--- src/rtl/instruction_fetch_pkg.sv ---
// instruction_fetch_pkg: shared state encoding, default parameters and jump-target helper for the fetch stage.
package instruction_fetch_pkg;

    typedef enum logic [1:0] {
        FETCH   = 2'd0,
        SKID    = 2'd1,
        DISCARD = 2'd2
    } state_e;

    localparam logic [31:0] RESET_PC_DEF = 32'h0000_0000;
    localparam logic [31:0] PC_INCR_DEF  = 32'd4;

    function automatic logic [31:0] jump_target(input logic [31:0] pc_plus4, input logic [25:0] index);
        return {pc_plus4[31:28], index, 2'b00};
    endfunction

endpackage

--- src/rtl/instruction_fetch_adder.sv ---
// instruction_fetch_adder: plain modulo-2^W adder used for the sequential pc increment.
module instruction_fetch_adder #(
    parameter int W = 32
) (
    input  logic [W-1:0] a_i,
    input  logic [W-1:0] b_i,
    output logic [W-1:0] sum_o
);

    assign sum_o = a_i + b_i;

endmodule

--- src/rtl/instruction_fetch.sv ---
// instruction_fetch: fetch pc, imem valid/ready requests, IF/ID register with one-entry skid and redirect handling.
module instruction_fetch
    import instruction_fetch_pkg::*;
#(
    parameter logic [31:0] RESET_PC = RESET_PC_DEF,
    parameter logic [31:0] PC_INCR  = PC_INCR_DEF
) (
    input  logic        clk,
    input  logic        rst,
    input  logic        stall,
    input  logic        branch_taken,
    input  logic [31:0] branch_target,
    input  logic        jump,
    input  logic [25:0] jump_index,
    output logic        imem_req,
    output logic [31:0] imem_addr,
    input  logic        imem_ready,
    input  logic [31:0] imem_rdata,
    output logic [31:0] pc,
    output logic        if_id_valid,
    output logic [31:0] if_id_instr,
    output logic [31:0] if_id_pc_plus4
);

    state_e      state_q, state_d;
    logic [31:0] pc_q, pc_d;
    logic [31:0] redirect_pc_q, redirect_pc_d;
    logic        valid_q, valid_d;
    logic [31:0] instr_q, instr_d;
    logic [31:0] pc4_q, pc4_d;
    logic [31:0] skid_instr_q, skid_instr_d;
    logic [31:0] skid_pc4_q, skid_pc4_d;
    logic [31:0] pc_plus4;
    logic [31:0] target;
    logic        redirect;

    instruction_fetch_adder #(.W(32)) u_pc_adder (
        .a_i  (pc_q),
        .b_i  (PC_INCR),
        .sum_o(pc_plus4)
    );

    assign redirect = jump | branch_taken;
    assign target   = jump ? jump_target(pc4_q, jump_index) : (branch_target & ~32'h3);

    always_comb begin
        state_d       = state_q;
        pc_d          = pc_q;
        redirect_pc_d = redirect_pc_q;
        valid_d       = valid_q;
        instr_d       = instr_q;
        pc4_d         = pc4_q;
        skid_instr_d  = skid_instr_q;
        skid_pc4_d    = skid_pc4_q;
        case (state_q)
            FETCH: begin
                if (redirect) begin
                    valid_d = 1'b0;
                    if (imem_ready) begin
                        pc_d = target;
                    end else begin
                        redirect_pc_d = target;
                        state_d       = DISCARD;
                    end
                end else if (imem_ready && stall && valid_q) begin
                    skid_instr_d = imem_rdata;
                    skid_pc4_d   = pc_plus4;
                    pc_d         = pc_plus4;
                    state_d      = SKID;
                end else if (imem_ready) begin
                    valid_d = 1'b1;
                    instr_d = imem_rdata;
                    pc4_d   = pc_plus4;
                    pc_d    = pc_plus4;
                end else if (!stall) begin
                    valid_d = 1'b0;
                end
            end
            SKID: begin
                if (redirect) begin
                    valid_d = 1'b0;
                    pc_d    = target;
                    state_d = FETCH;
                end else if (!stall) begin
                    valid_d = 1'b1;
                    instr_d = skid_instr_q;
                    pc4_d   = skid_pc4_q;
                    state_d = FETCH;
                end
            end
            DISCARD: begin
                // The stale request must still complete before the new address can be issued.
                if (redirect) begin
                    valid_d       = 1'b0;
                    redirect_pc_d = target;
                    if (imem_ready) begin
                        pc_d    = target;
                        state_d = FETCH;
                    end
                end else if (imem_ready) begin
                    pc_d    = redirect_pc_q;
                    state_d = FETCH;
                end
            end
            default: state_d = FETCH;
        endcase
    end

    always_ff @(posedge clk or posedge rst) begin
        if (rst) begin
            state_q       <= FETCH;
            pc_q          <= RESET_PC;
            redirect_pc_q <= RESET_PC;
            valid_q       <= 1'b0;
            instr_q       <= '0;
            pc4_q         <= '0;
            skid_instr_q  <= '0;
            skid_pc4_q    <= '0;
        end else begin
            state_q       <= state_d;
            pc_q          <= pc_d;
            redirect_pc_q <= redirect_pc_d;
            valid_q       <= valid_d;
            instr_q       <= instr_d;
            pc4_q         <= pc4_d;
            skid_instr_q  <= skid_instr_d;
            skid_pc4_q    <= skid_pc4_d;
        end
    end

    assign imem_req       = !rst && (state_q != SKID);
    assign imem_addr      = pc_q;
    assign pc             = pc_q;
    assign if_id_valid    = valid_q;
    assign if_id_instr    = instr_q;
    assign if_id_pc_plus4 = pc4_q;

endmodule

--- config.mk ---
export PLATFORM = sky130hd
export DESIGN_NAME = instruction_fetch
export DESIGN_NICKNAME = d
export VERILOG_FILES = /design/src/rtl/instruction_fetch_pkg.sv /design/src/rtl/instruction_fetch_adder.sv /design/src/rtl/instruction_fetch.sv
export SDC_FILE = /design/constraint.sdc
export NUM_CORES = 1
export LEC_CHECK = 0
export ABC_AREA = 1
export CELL_PAD_IN_SITES_DETAIL_PLACEMENT = 0
export CELL_PAD_IN_SITES_GLOBAL_PLACEMENT = 2
export CORE_MARGIN = 2
export CORE_UTILIZATION = 29
export DETAILED_ROUTE_END_ITERATION = 8
export GPL_TIMING_DRIVEN = 0
export PLACE_DENSITY = 0.92
export SLEW_MARGIN = 20
export SYNTH_ARGS = -nofsm -noshare
export SYNTH_HDL_FRONTEND = slang
export SYNTH_SLANG_ARGS = --single-unit
--- constraint.sdc ---
create_clock -name clk -period 9.44 [get_ports clk]
set_input_delay 1.888 -clock clk [delete_from_list [all_inputs] [get_ports clk]]
set_output_delay 1.888 -clock clk [all_outputs]
set_load 0.05 [all_outputs]
==> qor.yml <==
pwr:
  p_leak_nw: 6.641
  p_per_area_nw_per_um2: 380.1
  ir_drop_v: 0.0001363
cells_and_area:
  syn_to_final_growth_pct: 32.23
  num_antenna_cells: 0
  fin_cells: 2203
  final_nets: 1825
  final_core_util: 0.3870
  drive_gt1_frac: 0.08876
sta:
  slew_violations: 0
  setup-tns-final_ns: 0
  rsz0062_at_grt: "false"
  hold_viol_final: 0
  setup_violations: 0
  whs_ns: 0.4812
  min_period_ns: 5.221
  fin_ws_ns: 4.219
  maxSlewHeadroom: 0.5083
  worst_clock_skew_ns: 0.01244
  fin_crit_sh: 0.5530
  worst_pin_slew_ns: 0.7376
  fmax_mhz: 191.6
clock_network:
  cts.htree.levels: 4
  cts_sinks: 193
  cts_inserted_buffers: 17
  cts_tree: "yes"
  clk_pin_slew_ns: 0.07
  clock_latency_ns: 0.44
  cts_hold_buf: 0
  clock_path_buffers: 2
  ctsResizeCount: 0
  root_buffer: "clkbuf_16"
  post_cts.repair.setup_buffers: 0
grt:
  antenna_found_initial: 0
  grt_pass1_wl_um: 57920
  track_usage: 0.1962
  globalRouteOverflowTotal: 0
  grt_max_degree: 78
  grt_pass1_vias: 9853
synth:
  synthSimpleGateAreaFrac: 0.2928
  synth_area_sq_um: 10640
  synth_top_family_by_area: "simple AND/OR/NAND/NOR gates"
  synthAdderAreaFrac: 0.005881
  avgSynthCellArea_sq_um: 7.183
  synth_top_area_frac: 0.4540
  yosysSeqAreaShare: 0.4540
  ys_top_cells_by_area: "dfrtp_1, nand2_1, o21ai_0, nor2_1, a21oi_1"
  synth_nets: 1582
  synth_compound_gate_area_share: 0.1409
  post-synth-top-area-cell: "dfrtp_1"
  synth_xor_area_frac: 0.01294
  ys_ff_latch: 193
  synthMuxAreaShare: 0
  ys.flop_type: "dfrtp_1"
  yosys_warnings: 0
  synth_most_common_cell: "nand2_1"
  synth-edff-count: 0
  syn_inst: 1481
  ys_top_cells_by_count: "nand2_1, dfrtp_1, nor2_1"
  synth_cell_type_count: 36
  async_flop_share: 1.000
worst_setup_path:
  rrSetupSlack_ns: 7.07
  critPathCaptureType: "primary output"
  crit_slowest_cell: "clkdlybuf4s50_1"
  crit_chain: "clkdlybuf4s50_1, nor2_1, clkdlybuf4s50_1"
  crit_type: "input port to primary output"
  critical-path-max-stage-delay_ns: 0.81
  cpMostUsedCell: "clkdlybuf4s50_1"
  start_kind: "input port"
  critPathArrivalTime_ns: 3.33
  critPathRequiredTime_ns: 7.55
  crit_fanout: 2
floorplanning:
  start_util: 0.2927
  fp-row-count: 70
  die_y_um: 195.5
  ios: 226
  fp.dieW_um: 195.5
  core_area_sq_um: 36350
  die_area_sq_um: 38230
placed_design:
  io_buffers: 222
  dp_slack_ns: 4.206
  dpl.hpwl_um: 28970
  gp_congestion: 0.8703
  placed_cells: 2173
route:
  drc: 0
  vias: 10120
  wl_per_cell_um: 16.91
  drtPass1Iterations: 5
  drtIter0Drc: 669
  drt-total-wl_um: 37250
  ant_nets: 0
  via_per_inst: 4.592
run:
  max_cap_violations: 0
worst_hold_path:
  hold_class: "flop to flop"
outcome:
  status: "finished, final reports clean"
==> logic make-up (layout without fill, tap and decap cells) <==
kind of cell,Yosys count,count (layout)
AOI/OAI and AO/OA,281,281
and+or+nand+nor,779,779
adders and majority gates,5,5
xor gates and xnor gates,14,14
buffers and inverters,209,463
DFF,193,193
==> layout by cell type, fill, tap and decap left out, types with 7 or more instances in the layout <==
| master | instances |
|---|---|
| clkbuf_16 | 17 |
| clkbuf_1 | 33 |
| nand3_1 | 35 |
| a31oi_1 | 44 |
| inv_1 | 85 |
| inv_2 | 7 |
| o21ai_1 | 9 |
| nor3_1 | 8 |
| buf_4 | 42 |
| dfrtp_1 | 193 |
| nor2_1 | 158 |
| a21oi_1 | 97 |
| nand2_1 | 538 |
| xor2_1 | 10 |
| clkdlybuf4s50_1 | 222 |
| buf_2 | 35 |
| or2_2 | 12 |
| o21ai_0 | 119 |
==> flip-flops by register name (all words and copies together), names as in the netlist <==
register / flops
if_id_valid: 1
if_id_pc_plus4: 32
if_id_instr: 32
skid_pc4_q: 32
redirect_pc_q: 30
state_q: 2
skid_instr_q: 32
imem_addr: 32
==> worst max-delay path, delay by kind of cell <==
family        cells  cell delay [ns]
simple gates      1             0.12
buf+inv           2             1.32
==> stage by stage <==
step,cell area (sq um),power (mW)
2_1_floorplan,10640,3.531
3_3_place_gp,13450,4.622
3_5_place_dp,13510,4.652
4_1_cts,14070,5.374
5_1_grt,14070,5.701
6_report,14070,5.347
==> per-layer routing <==
| layer | wire length [um] | vias up | part of all wire | GRT usage |
|---|---|---|---|---|
| li1 | - | 5172 | - | - |
| met1 | 17520 | 4628 | 0.47 | 0.2681 |
| met3 | 1914 | 32 | 0.051 | 0.03178 |
| met2 | 17110 | 285 | 0.46 | 0.3193 |
| met4 | 715 | 0 | 0.019 | 0.05937 |
| met5 | 0 | - | 0 | 0 |
==> area by class of cell <==
cell class / instances / area [sq um]
Sequential cell: 193 / 4830
Inverter: 93 / 356.6
Multi-Input combinational cell: 1079 / 4813
Tap cell: 468 / 585.6
Fill cell: 3856 / 22280
Timing Repair Buffer: 224 / 2277
Clock buffer: 20 / 466.7
Buffer: 116 / 645.6
Clock inverter: 10 / 91.34
==> report_power, final <==
part / switching, mW / internal [mW]
clock network: 0.347 / 0.365
logic: 2.09 / 1.01
registers: 0.342 / 1.19
total: 2.78 / 2.57
==> path summary, 6_finish.rpt <==
kind                                    start            endpoint  cells after the start
min in group asynchronous                 rst  if_id_pc_plus4[20]                      2
max in group asynchronous                 rst    skid_instr_q[29]                      3
min                        if_id_pc_plus4[17]  if_id_pc_plus4[17]                      2
max                                       rst            imem_req                      3
max reg2reg                        state_q[0]       imem_addr[16]                      8
min reg2reg                if_id_pc_plus4[17]  if_id_pc_plus4[17]                      2
Note: power is estimated with default switching activity, not from simulation.
